File: config.mk
export PLATFORM = sky130hd
export DESIGN_NAME = mem_bus_arbiter
export DESIGN_NICKNAME = d
export VERILOG_FILES = /design/src/rtl/mem_bus_arbiter_pkg.sv /design/src/rtl/mem_bus_arbiter.sv
export SDC_FILE = /design/constraint.sdc
export NUM_CORES = 1
export LEC_CHECK = 0
export ABC_AREA = 0
export BUFFER_PORTS_ARGS = -buffer_cell sky130_fd_sc_hd__buf_4
export CORE_ASPECT_RATIO = 2
export CORE_UTILIZATION = 50
export DETAILED_ROUTE_END_ITERATION = 8
export GPL_ROUTABILITY_DRIVEN = 0
export HOLD_SLACK_MARGIN = 0.06
export PLACE_DENSITY = 0.84
export SKIP_LAST_GASP = 1
export SLEW_MARGIN = 10
export SYNTH_ARGS = -nofsm -noshare
export SYNTH_HDL_FRONTEND = slang
export SYNTH_SLANG_ARGS = --single-unit
File: constraint.sdc
create_clock -name clk -period 5.2 [get_ports clk]
set_input_delay 0.26 -clock clk [delete_from_list [all_inputs] [get_ports clk]]
set_output_delay 0.26 -clock clk [all_outputs]
set_load 0.1 [all_outputs]
File: src/rtl/mem_bus_arbiter_pkg.sv
// rtl/mem_bus_arbiter_pkg.sv - shared definitions for the instruction/data bus arbiter
package mem_bus_arbiter_pkg;

  // Arbiter FSM states
  typedef enum logic [1:0] {
    ST_IDLE     = 2'd0,
    ST_BUSY_IF  = 2'd1,
    ST_BUSY_MEM = 2'd2
  } arb_state_e;

  // Bus geometry and timeout defaults
  localparam int DEFAULT_ADDR_WIDTH = 32;
  localparam int DEFAULT_DATA_WIDTH = 32;
  localparam int DEFAULT_TIMEOUT    = 255;

  // Wait counter width and the byte-lane mask used for instruction fetches
  localparam int         WAIT_CNT_W = 8;
  localparam logic [3:0] SEL_ALL    = 4'hF;

endpackage

File: src/rtl/mem_bus_arbiter.sv
// rtl/mem_bus_arbiter.sv - fixed-priority fetch/load-store arbiter onto one shared bus
module mem_bus_arbiter
  import mem_bus_arbiter_pkg::*;
#(
  parameter int ADDR_WIDTH = DEFAULT_ADDR_WIDTH,
  parameter int DATA_WIDTH = DEFAULT_DATA_WIDTH,
  parameter int TIMEOUT    = DEFAULT_TIMEOUT
) (
  input  logic                  clk,
  input  logic                  rst,
  input  logic                  if_req,
  input  logic [ADDR_WIDTH-1:0] if_addr,
  output logic                  if_ack,
  output logic [DATA_WIDTH-1:0] if_rdata,
  output logic                  if_stall_request,
  input  logic                  mem_req,
  input  logic                  mem_write_en,
  input  logic [3:0]            mem_sel,
  input  logic [ADDR_WIDTH-1:0] mem_addr,
  input  logic [DATA_WIDTH-1:0] mem_wdata,
  output logic                  mem_ack,
  output logic [DATA_WIDTH-1:0] mem_rdata,
  output logic                  mem_stall_request,
  input  logic                  flush,
  output logic                  bus_en,
  output logic                  bus_write_en,
  output logic [3:0]            bus_sel,
  output logic [ADDR_WIDTH-1:0] bus_addr,
  output logic [DATA_WIDTH-1:0] bus_write_data,
  input  logic [DATA_WIDTH-1:0] bus_read_data,
  input  logic                  bus_ready,
  output logic                  bus_error
);

  // Timeout limit widened by one bit so the compare against cnt+1 never wraps
  localparam logic [WAIT_CNT_W:0] TIMEOUT_LIM = (WAIT_CNT_W + 1)'(TIMEOUT);

  arb_state_e              state_q;
  logic [WAIT_CNT_W-1:0]   cnt_q;
  logic                    flush_seen_q;
  logic                    bus_en_q;
  logic                    bus_write_en_q;
  logic [3:0]              bus_sel_q;
  logic [ADDR_WIDTH-1:0]   bus_addr_q;
  logic [DATA_WIDTH-1:0]   bus_write_data_q;
  logic                    if_ack_q;
  logic                    mem_ack_q;
  logic [DATA_WIDTH-1:0]   if_rdata_q;
  logic [DATA_WIDTH-1:0]   mem_rdata_q;
  logic                    bus_error_q;

  logic                    timeout_hit;
  logic                    if_cancel;

  // A wait cycle that would bring the counter to TIMEOUT ends the transaction;
  // a fetch is cancelled if flush was seen during it or arrives on its final edge
  always_comb begin
    timeout_hit = ({1'b0, cnt_q} + 1'b1) >= TIMEOUT_LIM;
    if_cancel   = flush_seen_q | flush;
  end

  // Arbitration FSM with wait counter, bus drive and read-data capture registers
  always_ff @(posedge clk) begin
    if (rst) begin
      state_q          <= ST_IDLE;
      cnt_q            <= '0;
      flush_seen_q     <= 1'b0;
      bus_en_q         <= 1'b0;
      bus_write_en_q   <= 1'b0;
      bus_sel_q        <= '0;
      bus_addr_q       <= '0;
      bus_write_data_q <= '0;
      if_ack_q         <= 1'b0;
      mem_ack_q        <= 1'b0;
      if_rdata_q       <= '0;
      mem_rdata_q      <= '0;
      bus_error_q      <= 1'b0;
    end else begin
      if_ack_q  <= 1'b0;
      mem_ack_q <= 1'b0;
      case (state_q)
        ST_IDLE: begin
          // Data side has priority; a requester being acked this cycle is not regranted
          if (mem_req && !mem_ack_q) begin
            state_q          <= ST_BUSY_MEM;
            cnt_q            <= '0;
            bus_en_q         <= 1'b1;
            bus_write_en_q   <= mem_write_en;
            bus_sel_q        <= mem_sel;
            bus_addr_q       <= mem_addr;
            bus_write_data_q <= mem_wdata;
          end else if (if_req && !if_ack_q && !flush) begin
            state_q          <= ST_BUSY_IF;
            cnt_q            <= '0;
            flush_seen_q     <= 1'b0;
            bus_en_q         <= 1'b1;
            bus_write_en_q   <= 1'b0;
            bus_sel_q        <= SEL_ALL;
            bus_addr_q       <= if_addr;
            bus_write_data_q <= '0;
          end
        end
        ST_BUSY_IF: begin
          if (bus_ready || timeout_hit) begin
            state_q  <= ST_IDLE;
            bus_en_q <= 1'b0;
            if (!if_cancel) begin
              if_ack_q   <= 1'b1;
              if_rdata_q <= bus_ready ? bus_read_data : '0;
            end
            if (!bus_ready) begin
              bus_error_q <= 1'b1;
            end
          end else begin
            cnt_q <= cnt_q + 1'b1;
            if (flush) begin
              flush_seen_q <= 1'b1;
            end
          end
        end
        ST_BUSY_MEM: begin
          if (bus_ready || timeout_hit) begin
            state_q     <= ST_IDLE;
            bus_en_q    <= 1'b0;
            mem_ack_q   <= 1'b1;
            mem_rdata_q <= bus_ready ? bus_read_data : '0;
            if (!bus_ready) begin
              bus_error_q <= 1'b1;
            end
          end else begin
            cnt_q <= cnt_q + 1'b1;
          end
        end
        default: begin
          state_q  <= ST_IDLE;
          bus_en_q <= 1'b0;
        end
      endcase
    end
  end

  // Registered outputs and combinational stall requests
  always_comb begin
    bus_en            = bus_en_q;
    bus_write_en      = bus_write_en_q;
    bus_sel           = bus_sel_q;
    bus_addr          = bus_addr_q;
    bus_write_data    = bus_write_data_q;
    if_ack            = if_ack_q;
    mem_ack           = mem_ack_q;
    if_rdata          = if_rdata_q;
    mem_rdata         = mem_rdata_q;
    bus_error         = bus_error_q;
    if_stall_request  = if_req & ~if_ack_q;
    mem_stall_request = mem_req & ~mem_ack_q;
  end

endmodule
==> impl_summary.txt, run 1 <==
----------------------------------------------------
[Status]
  Status ... complete, no violations

[Floorplan]
  Floorplan core area ... 11,600 sq um
  I/O pin cnt ... 278
  Die W ... 79.2 um
  Number of placement rows ... 56
  Chip height ... 156 um
  Initial cell density of the core ... 0.512
  Die footprint ... 12,400 sq um

[STA]
  Smallest hold slack ... 0.0817 ns
  Setup violations, final ... 0
  Final worst path period share ... 0.483
  Worst Skew ... 0.0103 ns
  RSZ-0062 raised after global routing ... false
  Worst slew slack as a fraction of its limit ... 0.276
  Max-slew violations ... 0
  Time the worst path needs with I/O delays and setup ... 2.51 ns
  Sum of negative setup slack ... 0 ns
  Final count of hold timing violations ... 0
  Maximum clock frequency ... 398 MHz
  Worst Tran Pin Value ... 1.08 ns

[Yosys]
  Share of the yosys chip area belonging to registers ... 0.497
  Count of mapped cells out of synthesis ... 699
  Simple logic cell fraction of the synthesized area ... 0.172
  Mux contribution to synthesized area ... 0
  Combined area of all synthesized cells ... 5960 sq um
  Mean instance size in the synthesized netlist ... 8.52 sq um
  Compound-cell area share of the yosys netlist ... 0.253
  Dominant combinational cell family by area after synthesis ... compound AO/OA/AOI/OAI gates
  Synth Register Bits ... 148
  Count of unique library cells instantiated by Yosys ... 49
  Most used flip-flop cell after synthesis ... dfxtp_1
  Synth Area in XOR/XNOR ... 0.00693
  Synthesized Nets ... 843
  Fraction of registers with async set or reset after synthesis ... 0
  EDFF count, synth ... 0
  Warning count from the yosys run ... 0
  Fraction of the mapped netlist area in adder cells ... 0.0105

[Power and ir drop]
  Maximum VDD drop ... 336 uV
  Static power due to leakage ... 3.67 nW
  Proportion of total power due to net switching ... 0.381
  Internal ... 0.00213 W
  Sequential share of power ... 0.365
  Logic gate share of total power ... 0.301
  Clk network pwr share ... 0.334
  Power per Cell Area ... 402 nW/um^2
  Switching power summed over all nets ... 0.00131 W
  Final Total Pwr ... 0.00344 W

[Setup path]
  Start-to-end type of the worst setup path ... register to register
  Ordered list of cells on the worst path ... nand2b_1 -> buf_4 -> inv_2 -> o21a_2 -> buf_4 -> nor2_1 -> a311oi_2
  Crit path top cell by count ... buf_4
  Kind of capture point of the worst setup path ... register
  Crit path buffers/inverters ... 3
  Endpoint required time on the critical path ... 5.52 ns
  Slack of the worst reg-to-reg path ... 2.69 ns
  Largest fanout on the critical path ... 68
  Longest individual stage delay on the worst path ... 0.54 ns
  Data arrival at the endpoint of the critical path ... 2.83 ns
  Worst setup SP type ... register
  Worst path slowest cell ... buf_4
  Worst path top cell family by delay ... buffers and inverters

[Global routing]
  Maximum number of pins on one net before global-route repair ... 85
  First-pass GRT wire length ... 27.6 mm
  GRT Residual Overflow ... 0
  Number of antenna violations at the first check in global routing ... 0
  Gr usage total ... 0.283
  Via count of the first global-routing pass ... 5,787

[Final layout]
  Area delta synth->final ... 43.4%
  Antenna diode count ... 0
  Final net count ... 1,087
  Number of fill cells in the layout ... 904
  Leading cell types in the layout, fill and taps excluded ... buf_4, dfxtp_1, nand2_1
  Final Instance Count excl. Fillers ... 1,101
  Multi-input gate area ... 2650 sq um
  Area used by sequential logic in the layout ... 2960 sq um
  Fraction of final layout cells sized beyond drive strength 1 ... 0.361
  End-of-flow core utilization ... 0.735
  Most common library cell in the layout ignoring fill and taps ... buf_4

[Clock tree]
  Clock Pin Slew Worst Setup and Hold Paths ... 0.06 ns
  CTS root buffer ... clkbuf_16
  Post-CTS setup buffer count ... 0
  Clock Sink Count ... 148
  Number of buffers created by CTS ... 17
  H-tree levels ... 4
  Insertion delay to the later sink of the worst-skew pair ... 0.41 ns
  # resized after CTS ... 0
  TritonCTS clock tree ... done
  CTS Hold Bufs ... 0
  Max clock buf depth ... 2

[Detailed routing]
  Number of DRC markers in iteration 0 ... 313
  Routed Wire Length ... 17.5 mm
  Post-detailed-route wirelength per cell ... 15.9 um
  Post-DR vias/cell ... 5.48
  DR DRC count ... 0
  Count of vias placed by the detailed router ... 6,036
  ANT nets after route ... 0
  1st-pass router iterations ... 5

[Hold path]
  Worst hold path type ... input pin to register

[Placed design]
  Count of buffers inserted at the top-level ports ... 277
  Detailed Place HPWL ... 12.3 mm
  Number of cells in the design after placement ... 1,069

[Run]
  Max-cap violations ... 0

----------------------------------------------------
routing by layer:
metal,global-route usage,vias to the layer above,share of wire
met4,0.126,0,0.028
met2,0.518,265,0.55
met3,0.0542,32,0.057
met5,0,-,0
met1,0.307,2810,0.37
li1,-,2929,-
final timing paths:
check / start / endpoint / cells past startpoint
worst max register to register: mem_ack / bus_addr[21] / 7
worst min register to register: bus_error / bus_error / 1
worst max-delay path: mem_ack / bus_addr[21] / 7
worst min-delay path: mem_wdata[31] / bus_write_data[31] / 3
cells in the mapped netlist, types with 2 or more instances:
| library cell | number | share of area |
|---|---|---|
| dfxtp_1 | 148 | 0.50 |
| nand2_1 | 141 | 0.089 |
| nor2_1 | 72 | 0.045 |
| a21oi_1 | 66 | 0.055 |
| o21ai_0 | 39 | 0.033 |
| clkbuf_1 | 38 | 0.024 |
| a22oi_1 | 34 | 0.043 |
| o21ai_1 | 31 | 0.026 |
| a311oi_1 | 22 | 0.032 |
| inv_1 | 11 | 0.0069 |
| a311oi_2 | 10 | 0.025 |
| buf_2 | 10 | 0.0084 |
| buf_6 | 8 | 0.015 |
| ha_1 | 5 | 0.010 |
| nand4_1 | 5 | 0.0052 |
| o32ai_1 | 5 | 0.0073 |
| o221a_2 | 4 | 0.0076 |
| nor3_1 | 3 | 0.0025 |
| o21a_1 | 3 | 0.0038 |
| a31oi_1 | 2 | 0.0021 |
| and2_1 | 2 | 0.0021 |
| buf_4 | 2 | 0.0025 |
| clkbuf_2 | 2 | 0.0017 |
| nand2b_1 | 2 | 0.0021 |
| nand3_1 | 2 | 0.0017 |
| nand3_2 | 2 | 0.0034 |
| nand3b_1 | 2 | 0.0025 |
| nand4b_1 | 2 | 0.0029 |
| nor2b_1 | 2 | 0.0021 |
| nor3b_1 | 2 | 0.0025 |
| nor3b_2 | 2 | 0.0042 |
| o22ai_1 | 2 | 0.0021 |
| xnor2_2 | 2 | 0.0055 |
per-stage QoR:
step	cell area, sq um	setup slack, ns
detailed placement	7990	2.73
CTS	8550	2.69
global route	8550	2.45
floorplan	5960	2.44
global placement	7990	2.80
finish	8550	2.69
power groups by stage:
stage	Combinational, W	Clock (W)	Sequential (W)
3_5_place_dp	0.00104	0	0.00128
6_report	0.00104	0.00115	0.00126
2_1_floorplan	0.000261	0	0.00180
3_3_place_gp	0.00103	0	0.00128
4_1_cts	0.00104	0.00117	0.00126
5_1_grt	0.00108	0.00122	0.00126
logic make-up after synthesis:
group,after synthesis
XOR/XNOR,3
flip-flops,148
buffers and inverters,73
AO/OA/AOI/OAI,228
AND/OR/NAND/NOR,242
adder cells (fa/ha/maj),5
registers in the layout (all words and copies together) (netlist names):
name            count
flush_seen_q        1
bus_error           1
mem_ack             1
bus_write_en        1
cnt_q               8
if_rdata           32
mem_rdata          32
state_q             2
bus_en              1
bus_addr           32
bus_sel             4
bus_write_data     32
if_ack              1
final cells by class:
| class | instances | area share |
|---|---|---|
| clock buffers | 19 | 0.0507 |
| clock inverters | 13 | 0.0148 |
| inverters | 12 | 0.00527 |
| multi-input cells | 478 | 0.310 |
| flip-flops and latches | 148 | 0.347 |
| well taps | 145 | 0.0212 |
| repair buffers | 286 | 0.251 |
worst reg2reg max path, cell delays in order (launching register included):
cell and delay [ns]:
dfxtp_1 0.30, nand2b_1 0.14, buf_4 0.25, inv_2 0.54, o21a_2 0.25, buf_4 0.54
nor2_1 0.14, a311oi_2 0.26
(Power assumes the default switching activity.)
==> run 2, diff against run 1 <==
--- a/config.mk
+++ b/config.mk
@@ -8,11 +8,11 @@
 export ABC_AREA = 0
 export BUFFER_PORTS_ARGS = -buffer_cell sky130_fd_sc_hd__buf_4
 export CORE_ASPECT_RATIO = 2
-export CORE_UTILIZATION = 50
+export CORE_UTILIZATION = 47
 export DETAILED_ROUTE_END_ITERATION = 8
 export GPL_ROUTABILITY_DRIVEN = 0
 export HOLD_SLACK_MARGIN = 0.06
-export PLACE_DENSITY = 0.84
+export PLACE_DENSITY = 0.8
 export SKIP_LAST_GASP = 1
 export SLEW_MARGIN = 10
 export SYNTH_ARGS = -nofsm -noshare
==> constraint.sdc (replaced) <==
create_clock -name clk -period 2.6 [get_ports clk]
set_input_delay 0.13 -clock clk [delete_from_list [all_inputs] [get_ports clk]]
set_output_delay 0.13 -clock clk [all_outputs]
set_load 0.1 [all_outputs]
==> run 2 against run 1 <==
  * Sequential share of layout area down 5.2 points
  * Critical path depth unchanged
  * Die area up 6.3%
  * Wire length up 31%
  * Clock skew up 0.0041 ns
  * Critical path type unchanged
==> impl_summary.txt, run 2 (synthesis gave the netlist of run 1 again) <==
----------------------------------------------------
[Setup path]
  RR Endpoint ... bus_addr[20]
  Worst setup SP type ... register
  Worst flop-to-flop path startpoint ... mem_ack
  Slack of the worst reg-to-reg path ... 0.09 ns (-2.60 ns)
  Start-to-end type of the worst setup path ... register to register
  Largest fanout on the critical path ... 68 (unchanged)
  Worst path top cell family by delay ... buffers and inverters
  Longest individual stage delay on the worst path ... 0.61 ns (+0.07 ns)
  Endpoint required time on the critical path ... 2.97 ns (-2.55 ns)
  Worst path slowest cell ... dlygate4sd3_1
  Data arrival at the endpoint of the critical path ... 2.88 ns (+0.05 ns)
  Kind of capture point of the worst setup path ... register
  Crit path buffers/inverters ... 3 (unchanged)
  Number of cells on the worst reg-to-reg path ... 7 (unchanged)
  Ordered list of cells on the worst path ... nand2b_1 -> clkinv_2 -> o21a_2 -> buf_12 -> nor2_1 -> a311oi_1 -> dlygate4sd3_1

[STA]
  Final worst path period share ... 0.965 (+0.482)
  Time the worst path needs with I/O delays and setup ... 2.51 ns (-0.00262 ns)
  Worst Skew ... 0.0144 ns (+0.00406 ns)
  Worst slew slack as a fraction of its limit ... 0.590 (+0.314)
  Max-slew violations ... 0 (unchanged)
  Setup violations, final ... 0 (unchanged)
  Sum of negative setup slack ... 0 ns (unchanged)
  Maximum clock frequency ... 399 MHz (+0.10%)
  Final count of hold timing violations ... 0 (unchanged)
  Worst Tran Pin Value ... 0.615 ns (-0.470 ns)
  RSZ-0062 raised after global routing ... false

[Clock tree]
  CTS root buffer ... clkbuf_16
  Clock Pin Slew Worst Setup and Hold Paths ... 0.07 ns (about the same)
  Insertion delay to the later sink of the worst-skew pair ... 0.42 ns (about the same)
  Clock Sink Count ... 148 (unchanged)
  H-tree levels ... 4 (unchanged)
  Post-CTS setup buffer count ... 0 (unchanged)
  Number of buffers created by CTS ... 17 (unchanged)
  Max clock buf depth ... 2 (unchanged)
  TritonCTS clock tree ... done

[Hold path]
  Worst hold stages ... 4 (+1)
  Critical hold path startpoint ... bus_ready
  Hold endpoint ... cnt_q[4]
  Worst hold path type ... input pin to register

[Final layout]
  Fin area ... 10,000 sq um (+17%)
  Most common library cell in the layout ignoring fill and taps ... buf_4
  Antenna diode count ... 0 (unchanged)
  Area delta synth->final ... 68.5%
  Final net count ... 1,224 (+13%)
  Fraction of final layout cells sized beyond drive strength 1 ... 0.318 (-0.0425)
  Leading cell types in the layout, fill and taps excluded ... buf_4, dfxtp_1, nand2_1

[Floorplan]
  Die W ... 81.6 um (+3.1%)
  Initial cell density of the core ... 0.486 (-0.0265)
  I/O pin cnt ... 278 (unchanged)
  Chip height ... 161 um (+3.1%)
  Number of placement rows ... 57 (+1.8%)
  Floorplan core area ... 12,300 sq um (+5.5%)
  Die footprint ... 13,200 sq um (+6.3%)

[Global routing]
  Number of antenna violations at the first check in global routing ... 0 (unchanged)
  Via count of the first global-routing pass ... 7,012 (+21%)
  First-pass GRT wire length ... 34.4 mm (+25%)
  Maximum number of pins on one net before global-route repair ... 69 (-19%)
  GRT Residual Overflow ... 0 (unchanged)
  Gr usage total ... 0.343 (+0.0603)

[Power and ir drop]
  Final Total Pwr ... 0.00765 W (+120%)
  Power per Cell Area ... 762 nW/um^2 (+89%)
  Maximum VDD drop ... 567 uV (+69%)
  Static power due to leakage ... 4.35 nW (+19%)

[Detailed routing]
  DR DRC count ... 0 (unchanged)
  Routed Wire Length ... 22.8 mm (+31%)
  1st-pass router iterations ... 6 (+1)
  Count of vias placed by the detailed router ... 6,927 (+15%)
  Post-detailed-route wirelength per cell ... 18.4 um (+16%)
  Post-DR vias/cell ... 5.59 (+1.9%)
  ANT nets after route ... 0 (unchanged)
  Number of DRC markers in iteration 0 ... 375 (+20%)

[Status]
  Status ... complete, no violations

[Placed design]
  Count of buffers inserted at the top-level ports ... 277 (unchanged)
  Area after detailed placement ... 8040 sq um (+0.63%)
  Detailed Place HPWL ... 12.6 mm (+2.5%)

[Run]
  Max-cap violations ... 0 (unchanged)

----------------------------------------------------
-- run 2: changes by cell type in the layout (fill, tap and decap cells not counted) --
cell           before  now
nor3b_2             2    1
clkinv_4            3    2
clkinvlp_4          4    2
inv_6               4    2
bufinv_16           1    5
inv_2               1    0
inv_8               0    2
dlygate4sd3_1       0  134
nor3b_4             0    1
buf_12              0    2
buf_4             286  287
-- run 2: worst max path at each step --
stage	start	depth (start not counted)	to	slack [ns]
finish	mem_ack	7	bus_addr[20]	0.09
global route	state_q[0]	7	bus_addr[20]	0.02
detailed placement	cnt_q[0]	8	mem_rdata[0]	0.46
floorplan	mem_ack	7	bus_addr[22]	0.32
CTS	mem_ack	7	bus_addr[30]	0.28
global placement	cnt_q[0]	8	mem_rdata[9]	0.58
-- run 2: through the flow --
stage	hold WS [ns]	cells	util	worst slack (ns)
2_1_floorplan	0.266	699	-	0.321
4_1_cts	0.166	1240	0.818	0.281
3_3_place_gp	0.362	1074	0.655	0.576
3_5_place_dp	0.372	1074	0.655	0.460
6_report	0.195	1240	0.819	0.0922
5_1_grt	0.197	1240	0.819	0.0186
-- run 2: report_power, final --
part	internal (W)	switching, W	leakage (nW)	total, W
clock	0.00173	0.00102	0.312	0.00275
sequential	0.00242	0.0000988	1.21	0.00252
combinational	0.000698	0.00168	2.83	0.00238
total	0.00485	0.00280	4.35	0.00765
-- run 2: layer usage --
layer  track usage  up-vias  share of wire
met2         0.604      398           0.53
li1              -     3208              -
met3        0.0785      100          0.072
met5             0        -              0
met1         0.350     3221           0.34
met4         0.219        0          0.058
-- run 2: final cells by class --
| type | count | area, sq um |
|---|---|---|
| Clock buffer | 19 | 433 |
| Timing Repair Buffer | 423 | 3540 |
| Inverter | 12 | 46.3 |
| Tap cell | 147 | 184 |
| Fill cell | 734 | 2220 |
| Clock inverter | 13 | 223 |
| Multi-Input combinational cell | 478 | 2660 |
| Sequential cell | 148 | 2960 |
-- run 2: worst reg2reg max path, delay by kind of cell, from the launching register on --
kind	cells	cell delay [ns]
and+or+nand+nor	2	0.36
buffers and inverters	3	1.18
DFF	1	0.31
AOI/OAI and AO/OA	2	0.62
-- run 2: repair_timing --
item | CTS | global route
resized for setup | 0 | 2
hold buffers | 134 | 0
setup endpoints to repair | 0 | 1
endpoints found under the hold margin | 134 | 0
